<file path="config.mk">
export PLATFORM = sky130hd
export DESIGN_NAME = uart_tx_arbiter
export DESIGN_NICKNAME = d
export VERILOG_FILES = /design/src/rtl/uart_tx_arbiter.sv
export SDC_FILE = /design/constraint.sdc
export NUM_CORES = 1
export LEC_CHECK = 0
export CORE_MARGIN = 5
export CORE_UTILIZATION = 53
export CTS_BUF_LIST = sky130_fd_sc_hd__clkbuf_4 sky130_fd_sc_hd__clkbuf_8
export DETAILED_ROUTE_END_ITERATION = 7
export GPL_ROUTABILITY_DRIVEN = 1
export PLACE_DENSITY = 0.95
export SYNTH_ARGS = -nofsm -noshare
export SYNTH_HDL_FRONTEND = slang
export SYNTH_SLANG_ARGS = --single-unit
export TNS_END_PERCENT = 5
</file>
<file path="constraint.sdc">
create_clock -name clk -period 3 [get_ports clk]
set_input_delay 0.6 -clock clk [delete_from_list [all_inputs] [get_ports clk]]
set_output_delay 0.6 -clock clk [all_outputs]
set_load 0.005 [all_outputs]
</file>
<file path="src/rtl/uart_tx_arbiter.sv">
// uart_tx_arbiter: round-robin sharing of one UART transmitter between
// NUM_REQ byte producers, with packet lock, lock timeout and busy watchdog.
module uart_tx_arbiter #(
  parameter int NUM_REQ      = 4,
  parameter int LOCK_TIMEOUT = 1024,
  parameter int BUSY_WAIT    = 3,
  localparam int IW = $clog2(NUM_REQ),
  localparam int TW = $clog2(LOCK_TIMEOUT + 1),
  localparam int WW = $clog2(BUSY_WAIT + 1)
) (
  input  logic                 clk,
  input  logic                 rst_n,
  input  logic [NUM_REQ-1:0]   req_valid,
  input  logic [8*NUM_REQ-1:0] req_data,
  input  logic [NUM_REQ-1:0]   req_last,
  output logic [NUM_REQ-1:0]   req_ready,
  output logic                 tx_start,
  output logic [7:0]           tx_data,
  input  logic                 tx_busy,
  output logic [IW-1:0]        grant_id,
  output logic                 locked,
  output logic                 err
);

  typedef enum logic [1:0] {
    S_IDLE,
    S_START,
    S_WAIT_HI,
    S_WAIT_LO
  } state_t;

  state_t             state;
  logic [IW-1:0]      rr_ptr;
  logic               last_q;
  logic [WW-1:0]      wait_cnt;
  logic [TW-1:0]      idle_cnt;

  logic [IW-1:0]      win;
  logic               win_ok;
  logic [NUM_REQ-1:0] win_oh;
  logic [7:0]         win_data;
  logic               do_grant;
  logic               busy_to;
  logic               byte_done;
  logic               lock_idle;
  logic               lock_to;

  function automatic logic [IW-1:0] nxt(input logic [IW-1:0] x);
    return (x == IW'(NUM_REQ - 1)) ? '0 : x + IW'(1);
  endfunction

  function automatic logic [IW-1:0] wrap_add(
    input logic [IW-1:0] b,
    input int            k
  );
    int s;
    s = int'(b) + k;
    if (s >= NUM_REQ) s = s - NUM_REQ;
    return IW'(s);
  endfunction

  // Scan downward so the smallest offset from rr_ptr wins.
  always_comb begin
    win    = grant_id;
    win_ok = 1'b0;
    if (locked) begin
      win_ok = req_valid[grant_id];
    end else begin
      for (int k = NUM_REQ - 1; k >= 0; k--) begin
        if (req_valid[wrap_add(rr_ptr, k)]) begin
          win    = wrap_add(rr_ptr, k);
          win_ok = 1'b1;
        end
      end
    end
  end

  assign win_oh   = NUM_REQ'(1) << win;
  assign win_data = req_data[{win, 3'b000} +: 8];
  assign do_grant = (state == S_IDLE) && !tx_busy && win_ok;

  assign busy_to = (state == S_WAIT_HI) && !tx_busy &&
                   (wait_cnt == WW'(BUSY_WAIT - 1));
  assign byte_done = busy_to ||
                     ((state == S_WAIT_LO) && !tx_busy);

  assign lock_idle = (state == S_IDLE) && locked &&
                     !req_valid[grant_id];
  assign lock_to = lock_idle &&
                   (idle_cnt == TW'(LOCK_TIMEOUT - 1));

  always_ff @(posedge clk) begin
    if (!rst_n) begin
      state     <= S_IDLE;
      rr_ptr    <= '0;
      last_q    <= 1'b0;
      wait_cnt  <= '0;
      idle_cnt  <= '0;
      req_ready <= '0;
      tx_start  <= 1'b0;
      tx_data   <= '0;
      grant_id  <= '0;
      locked    <= 1'b0;
      err       <= 1'b0;
    end else begin
      tx_start  <= 1'b0;
      req_ready <= '0;
      unique case (state)
        S_IDLE: begin
          if (do_grant) begin
            tx_data   <= win_data;
            grant_id  <= win;
            tx_start  <= 1'b1;
            req_ready <= win_oh;
            last_q    <= req_last[win];
            locked    <= 1'b1;
            idle_cnt  <= '0;
            state     <= S_START;
          end else if (lock_to) begin
            locked   <= 1'b0;
            rr_ptr   <= nxt(grant_id);
            idle_cnt <= '0;
          end else if (lock_idle) begin
            idle_cnt <= idle_cnt + TW'(1);
          end
        end
        S_START: begin
          wait_cnt <= '0;
          state    <= S_WAIT_HI;
        end
        S_WAIT_HI: begin
          if (tx_busy) begin
            state <= S_WAIT_LO;
          end else if (!busy_to) begin
            wait_cnt <= wait_cnt + WW'(1);
          end
        end
        S_WAIT_LO: begin
        end
        default: begin
          state <= S_IDLE;
        end
      endcase
      if (busy_to) begin
        err <= 1'b1;
      end
      // A dead transmitter still ends the byte so others are not blocked.
      if (byte_done) begin
        state <= S_IDLE;
        if (last_q) begin
          locked <= 1'b0;
          rr_ptr <= nxt(grant_id);
        end
      end
    end
  end

  a_ready_1hot: assert property (
    @(posedge clk) disable iff (!rst_n) $onehot0(req_ready));

  a_start_ready: assert property (
    @(posedge clk) disable iff (!rst_n)
    tx_start |-> (req_ready != '0));

endmodule
</file>
==> results of run 1 <==
worst max-delay path, stage by stage:
cell and delay (ps):
clkdlybuf4s50_1 560, mux4_2 550, nand3b_4 230, nor4_4 330, nand3b_2 260, a2bb2oi_1 180, o32ai_1 100
synthesized netlist by cell type (2+ instances only):
| cell | n |
|---|---|
| buf_2 | 3 |
| nand3_1 | 4 |
| dfxtp_1 | 35 |
| a211oi_1 | 12 |
| a21o_1 | 9 |
| inv_1 | 8 |
| and3_1 | 7 |
| clkbuf_1 | 9 |
| buf_6 | 2 |
| mux2i_1 | 15 |
| nand2_1 | 13 |
| nand2b_1 | 3 |
| and2_1 | 6 |
| xor2_1 | 2 |
| ha_1 | 8 |
| or4_1 | 2 |
| a21boi_0 | 2 |
| nor2b_1 | 6 |
| a21oi_1 | 4 |
| buf_4 | 2 |
| o221ai_1 | 9 |
| a2111oi_0 | 9 |
| or3_1 | 2 |
| nor3_1 | 2 |
| o211a_1 | 4 |
| a2bb2oi_1 | 3 |
| nor2_1 | 19 |
| o21ai_0 | 11 |
registers in the layout (all words and copies together), names as in the netlist:
signal and cells:
grant_id 2, tx_data 8, rr_ptr 2, idle_cnt 11, tx_start 1, err 1, locked 1, wait_cnt 2
last_q 1, state 2, req_ready 4
how the worst min path moves through the flow:
stage | slack (ps) | cells past startpoint | startpoint | to
detailed placement | 470 | 1 | idle_cnt[3] | idle_cnt[3]
CTS | 480 | 1 | idle_cnt[3] | idle_cnt[3]
finish | 480 | 1 | idle_cnt[3] | idle_cnt[3]
global route | 520 | 1 | idle_cnt[3] | idle_cnt[3]
floorplan | 450 | 1 | idle_cnt[3] | idle_cnt[3]
global placement | 470 | 1 | idle_cnt[3] | idle_cnt[3]
layer usage:
metal	GRT usage [%]	vias to the layer above
met5	0	-
met4	6.76	0
met3	7.16	9
met2	38.8	72
met1	26.2	1006
li1	-	1009
cell families after synthesis:
| logic type | count (synthesis) | synth area share [%] |
|---|---|---|
| mux | 16 | 8.16 |
| compound gates | 75 | 27.0 |
| xor+xnor | 3 | 1.24 |
| flops | 35 | 33.1 |
| simple gates | 75 | 20.3 |
| fa+ha+maj | 8 | 4.73 |
| buf+inv | 24 | 5.50 |
final cells by class:
type | instances | area share, %
well taps | 50 | 2.16
clock inverters | 3 | 2.33
multi-input cells | 177 | 45.1
repair buffers | 67 | 22.9
clock buffers | 5 | 2.37
flip-flops and latches | 35 | 24.2
inverters | 8 | 1.04
power by group through the flow:
stage / logic [mW] / clock network [mW] / registers [mW]
6_report: 0.745 / 0.513 / 0.621
5_1_grt: 0.811 / 0.538 / 0.630
4_1_cts: 0.746 / 0.519 / 0.620
3_5_place_dp: 0.735 / 0 / 0.626
3_3_place_gp: 0.707 / 0 / 0.624
2_1_floorplan: 0.442 / 0 / 0.607
stage by stage:
step / setup WS [ps] / utilization, % / hold WS, ps
after global placement: 187 / 70.1 / 467
after floorplan: 736 / - / 445
after detailed placement: 99.6 / 70.1 / 472
after global routing: 251 / 73.6 / 523
final: 365 / 73.6 / 482
after CTS: 371 / 73.6 / 482
cells in the final DEF, fill, tap and decap left out, drive strengths merged, types with 2 or more instances in the layout:
master,instances
a211oi,12
xor2,2
clkdlybuf4s50,59
nand2,13
a21o,9
ha,8
dfxtp,35
nor2b,6
bufinv,2
buf,8
or3,2
o21ai,11
nor2,20
and3,7
mux2i,15
nand3b,2
a2bb2oi,3
nand2b,3
or4,2
nor3,2
a2111oi,9
nand3,5
nor4,2
inv,8
and2,6
o211a,4
o221ai,9
clkbuf,5
a21oi,5
a21boi,3
==> metrics, run 1 <==
critical-path maximum fanout 9; Worst Setup Start Kind input port; Comb power frac 39.7%; area grow syn2layout 37.0%; DRC 0; met3 wire len 421 um; CP endpoint kind flop; drt first pass iters 4; DP Cell Count 337; Sequential Power Share 33.0%; clk buf depth 2; sequential element share of the synthesized area 33.1%; setup violators final 0; Clk pwr share 27.3%; placed inst area 2760 um2; WL per Instance 16.4 um; largest net degree at the start of global routing 28; die height 73.2 um; synth top area cells dfxtp_1, mux2i_1, ha_1; Period Utilization, post-route 87.8%; Post-synth EDFFs 0; worst reg2reg path startpoint rr_ptr[1]; Ports 60; DR vias/cell 6.08; Routability Congestion 0.890; unrepaired setup endpoints after global routing false; met2 WL 2800 um; flops & latches, synth 35; NumNets Final 345; Multi-input gate area 1310 um2; worst reg2reg endpoint tx_data[5]; Final Critical Period 2640 ps; Slew headroom 65.2%; async set-reset flop share out of synthesis 0%; IO Port Bufs 59; core area 3940 um2; Internal 1.25 mW; hold buffer count at CTS 0; antenna violations before repair 0; Post-Synthesis Cells 236; worst hold path type reg -> reg; DRT iter0 DRCs 137; Mapped Nets 287; share of layout cells above drive strength 1 8.81%; gr ovfl total 0; top achievable clock speed 380 MHz; Antenna Violating Nets Remaining 0; Max-Cap Viols 0; Cell Area, Synth 2120 um2; CTS resizes 0; Clock Skews 9.42 ps; layout filler cell count 239; vias in the first global route 2134; Yosys Warn Count 0; final WL 5670 um; Post-Syn Area per Cell 8.97 um2; post-synth top area cell dfxtp_1; sw frac 33.6%; Fin Setup TNS 0 ps; r2r worst-path depth 7; fin cells 345; leading register cell type out of synthesis dfxtp_1; chip width 73.2 um; Root Driver clkbuf_8; max layer used met4; switching pwr 0.632 mW; status finished clean; M1 WL 2380 um; Critical Path Start req_valid[2]; share of the synthesized area in the top cell type 33.1%; Setup Fix Bufs, Post-CTS 0; library cells used by synthesis 53; Slew @ Worst Pin 509 ps; # diodes 0; Detailed Place HPWL 4150 um; Register Area 701 um2; max-slew violations 0; die area 5360 um2; CTS tree built; PD cells 648 nW/um2; final instance area 2900 um2; Crit Path Category in -> reg; required time of the critical path 3170 ps; Clock Sinks 35; Worst Path Arrival 2810 ps; global-route wire length before repair 9530 um; critical path capture point idle_cnt[4]; CTS buffer count 5; Overall Power 1.88 mW; Worst-path clk slew 70 ps; Rows 23; H-tree depth 2; Tot GR Track Use 22.4%; P_leak 1.16 nW; VDD IR max 0.000351 V; routed via count 2096; r2r setup slk 710 ps; clock latency on the worst-skew pair 290 ps; final hold violation count 0; initial core utilization 53.7%
Note: power is estimated with default switching activity, not from simulation.
==> run 2: changes to the inputs <==
Settings changed: CORE_UTILIZATION 53 to 35, PLACE_DENSITY 0.95 to 0.7.
==> run 2 against run 1 <==
Worst hold slack improved by 16 ps; worst setup slack better by 40 ps; via count down 5.0%; global-route usage decreased by 8.1 points; die area is 44% higher; largest cell class unchanged.
==> metrics, run 2 (synthesized netlist as in run 1, its figures left out) <==
Max-Cap Viols 0; gr ovfl total 0; DRC 0; WL per Instance 14.1 um; most common cell after layout, fill and taps aside clkdlybuf4s50_1; Crit Path Category in -> reg; unrepaired setup endpoints after global routing false; max incr delay on CP 640 ps; Register Area 701 um2; die area 7700 um2; antenna violations before repair 0; layout filler cell count 576; hold buffer count at CTS 0; Multi-input gate area 1310 um2; final hold violation count 0; vias in the first global route 1929; IO Port Bufs 59; Setup Fix Bufs, Post-CTS 0; PD cells 613 nW/um2; chip width 87.8 um; Root Driver clkbuf_8; fin cells 370; status finished clean; Detailed Place HPWL 3920 um; Worst Path Arrival 2750 ps; clk buf depth 2; Ports 60; Fin Setup TNS 0 ps; Cell Chain, Critical Path clkdlybuf4s50_1 -> mux2i_1 -> a211oi_1 -> a32oi_1 -> and2_1 -> buf_12 -> a2111oi_0 -> a211oi_1; top flop regs idle_cnt: 11 flops, tx_data: 8 flops, req_ready: 4 flops; setup violators final 0; worst hold path type reg -> reg; CTS resizes 0; CTS tree built; Clock Sinks 35; VDD IR max 0.000344 V; final WL 5210 um; P_leak 1.16 nW; H-tree depth 2; NumNets Final 345; Routability Congestion 0.749; die height 87.8 um; DP Cell Count 362; Reg with most FFs idle_cnt; Overall Power 1.78 mW; Period Utilization, post-route 86.5%; largest net degree at the start of global routing 22; Slew headroom 65.2%; area grow syn2layout 37.6%; Clock Skews 9.95 ps; placed inst area 2800 um2; CP endpoint kind flop; global-route wire length before repair 8940 um; Final Critical Period 2600 ps; Worst Setup Start Kind input port; clock latency on the worst-skew pair 290 ps; Antenna Violating Nets Remaining 0; # diodes 0; Final Util 49.5%; Tot GR Track Use 14.4%; DRT iter0 DRCs 64; final instance area 2910 um2; DR vias/cell 5.38; core area 5890 um2; top achievable clock speed 385 MHz; Top cell by count, worst path a211oi_1; CTS buffer count 5; critical-path maximum fanout 21; Rows 28; Slew @ Worst Pin 508 ps; share of layout cells above drive strength 1 8.81%; most frequent cells in the layout clkdlybuf4s50_1, dfxtp_1, nor2_1; initial core utilization 36.0%; routed via count 1992; drt first pass iters 4; Worst-path clk slew 70 ps; max FFs per register 11; required time of the critical path 3150 ps; max-slew violations 0; CP max stage cell clkdlybuf4s50_1
run 2: layout make-up:
cell class                      instances  area share (%)
Timing Repair Buffer                   67            22.8
Sequential cell                        35            24.1
Clock inverter                          2            1.20
Multi-Input combinational cell        177            44.9
Inverter                                8            1.03
Tap cell                               75            3.22
Clock buffer                            6            2.84
run 2: final timing paths:
check	start	end	slack, ps	depth (start not counted)
worst max-delay path	req_valid[2]	tx_data[0]	400	8
worst min-delay path	idle_cnt[3]	idle_cnt[3]	500	1
worst max register to register	rr_ptr[1]	tx_data[2]	720	7
worst min register to register	idle_cnt[3]	idle_cnt[3]	500	1
run 2: critical path: cells and delay by family:
kind / cells / cell delay, ps
buffers and inverters: 2 / 800
AOI/OAI and AO/OA: 4 / 1000
and+or+nand+nor: 1 / 220
muxes: 1 / 120
run 2: layer usage:
metal | global-route usage, % | share of wire, % | vias to the layer above | wire, um
met5 | 0 | 0 | - | 0
met4 | 3.63 | 1.0 | 0 | 54
met3 | 4.23 | 4.9 | 7 | 253
met2 | 24.2 | 48 | 35 | 2480
met1 | 18.0 | 46 | 940 | 2420
li1 | - | - | 1010 | -
run 2: per-stage QoR:
stage / setup slack, ps / hold WS (ps)
final: 405 / 498
after global placement: 162 / 470
after CTS: 417 / 494
after detailed placement: 112 / 484
after floorplan: 736 / 445
after global routing: 190 / 517
run 2: report_power, final:
group | switching [mW] | internal (mW)
Clock | 0.169 | 0.269
Sequential | 0.0722 | 0.543
Combinational | 0.361 | 0.371
==> run 3: changes to the inputs <==
Settings changed: CORE_UTILIZATION 35 to 45, GPL_ROUTABILITY_DRIVEN 1 to 0, PLACE_DENSITY 0.7 to 0.87.
Clock period 3 ns to 2.2 ns, I/O delays scaled along.
==> run 3 against run 2 <==
Wire length grew 11%; combinational power grew 65%; clock-buffer cell count shrank 1; die area shrank 20%; register-to-register slack lost 550 ps; utilization grew 17 points; critical path type unchanged.
==> metrics, run 3 (synthesized netlist as in run 1, its figures left out) <==
Worst Setup Start Kind input port; sw frac 34.8%; WL per Instance 15.7 um; DRT iter0 DRCs 102; P_leak 1.27 nW; Final Util 66.4%; clk buf depth 2; most frequent cells in the layout clkdlybuf4s50_1, dfxtp_1, buf_4; core area 4630 um2; initial core utilization 45.7%; Slew @ Worst Pin 386 ps; Overall Power 2.64 mW; DP Cell Count 360; routed via count 2119; Internal 1.72 mW; unrepaired setup endpoints after global routing false; CTS buffer count 5; H-tree depth 2; switching pwr 0.916 mW; Fin Setup TNS 0 ps; final WL 5790 um; setup violators final 0; drt first pass iters 4; required time of the critical path 2420 ps; Worst Path Arrival 2270 ps; Sequential Power Share 31.3%; r2r setup slk 170 ps; Ports 60; Final Critical Period 2050 ps; antenna violations before repair 0; Critical Path Start req_valid[3]; Period Utilization, post-route 93.0%; Tot GR Track Use 19.8%; Max-Cap Viols 0; Reg with most FFs idle_cnt; global-route wire length before repair 9850 um; Hold WS 506 ps; Clock Skews 7.90 ps; PD cells 857 nW/um2; worst reg2reg path startpoint grant_id[0]; worst hold path type reg -> reg; vias in the first global route 2075; min-delay src err; CTS tree built; top flop regs idle_cnt: 11 flops, tx_data: 8 flops, req_ready: 4 flops; share of layout cells above drive strength 1 15.6%; critical-path maximum fanout 6; Clock Sinks 35; area grow syn2layout 45.3%; Slew headroom 73.6%; Rows 25; Root Driver clkbuf_8; gr ovfl total 0; DR vias/cell 5.76; Clk pwr share 22.8%; final hold violation count 0; DRC 0; status finished clean; Detailed Place HPWL 4360 um; Crit Path Category in -> reg; IO Port Bufs 59; die height 78.6 um; top achievable clock speed 489 MHz; Worst-path clk slew 80 ps; Antenna Violating Nets Remaining 0; Setup Fix Bufs, Post-CTS 0; die area 6180 um2; clock latency on the worst-skew pair 300 ps; # diodes 0; chip width 78.6 um; hold buffer count at CTS 0; NumNets Final 364; fin cells 368; max FFs per register 11; CP endpoint kind flop; Comb power frac 45.9%; VDD IR max 0.000396 V; most common cell after layout, fill and taps aside clkdlybuf4s50_1; max-slew violations 0; largest net degree at the start of global routing 28
run 3: cell count changes in the layout (fill, tap and decap cells not counted), moves of 2 or more:
cell,delta
clkdlybuf4s50_1,-4
dlygate4sd2_1,+4
a2111oi_1,+6
buf_4,+18
dfxtp_1,-2
a2111oi_0,-7
dfxtp_2,+2
run 3: layout make-up:
class	count	area, um2
Clock buffer	5	68.8
Tap cell	54	67.6
Multi-Input combinational cell	177	1350
Inverter	8	30.0
Clock inverter	3	47.5
Sequential cell	35	703
Fill cell	374	1550
Timing Repair Buffer	86	813
run 3: repair_timing:
action                                  4_1_cts  5_1_grt
endpoints found under the setup margin       15        6
gates resized for setup                      15        3
pin swaps                                     1        0
run 3: power groups by stage:
stage | sequential, mW | combinational, mW | clock, mW
6_report | 0.825 | 1.21 | 0.602
5_1_grt | 0.839 | 1.32 | 0.640
3_5_place_dp | 0.838 | 1.17 | 0
3_3_place_gp | 0.831 | 1.13 | 0
2_1_floorplan | 0.827 | 0.603 | 0
4_1_cts | 0.824 | 1.21 | 0.614
run 3: through the flow:
| step | setup slack [ps] | cell area [um2] |
|---|---|---|
| floorplan | 95.6 | 2120 |
| global placement | -345 | 2920 |
| detailed placement | -471 | 2920 |
| CTS | 169 | 3070 |
| global route | 10.0 | 3080 |
| finish | 154 | 3080 |
run 3: layer usage:
metal | vias up | part of all wire, % | global-route usage (%)
li1 | 1046 | - | -
met4 | 0 | 1.7 | 6.64
met1 | 998 | 41 | 23.6
met2 | 64 | 49 | 34.1
met3 | 11 | 8.3 | 5.39
met5 | - | 0 | 0
run 3: critical path, stage by stage:
cell and delay [ps]:
dlygate4sd2_1 280, mux4_2 510, nand2b_1 170, nand3_1 220
nand3b_4 130, or4_1 410, o21ai_0 90
run 3: worst paths after layout:
path | cells after the start | end
worst max-delay path | 7 | idle_cnt[7]
worst min-delay path | 2 | err
worst max register to register | 6 | idle_cnt[7]
worst min register to register | 2 | err
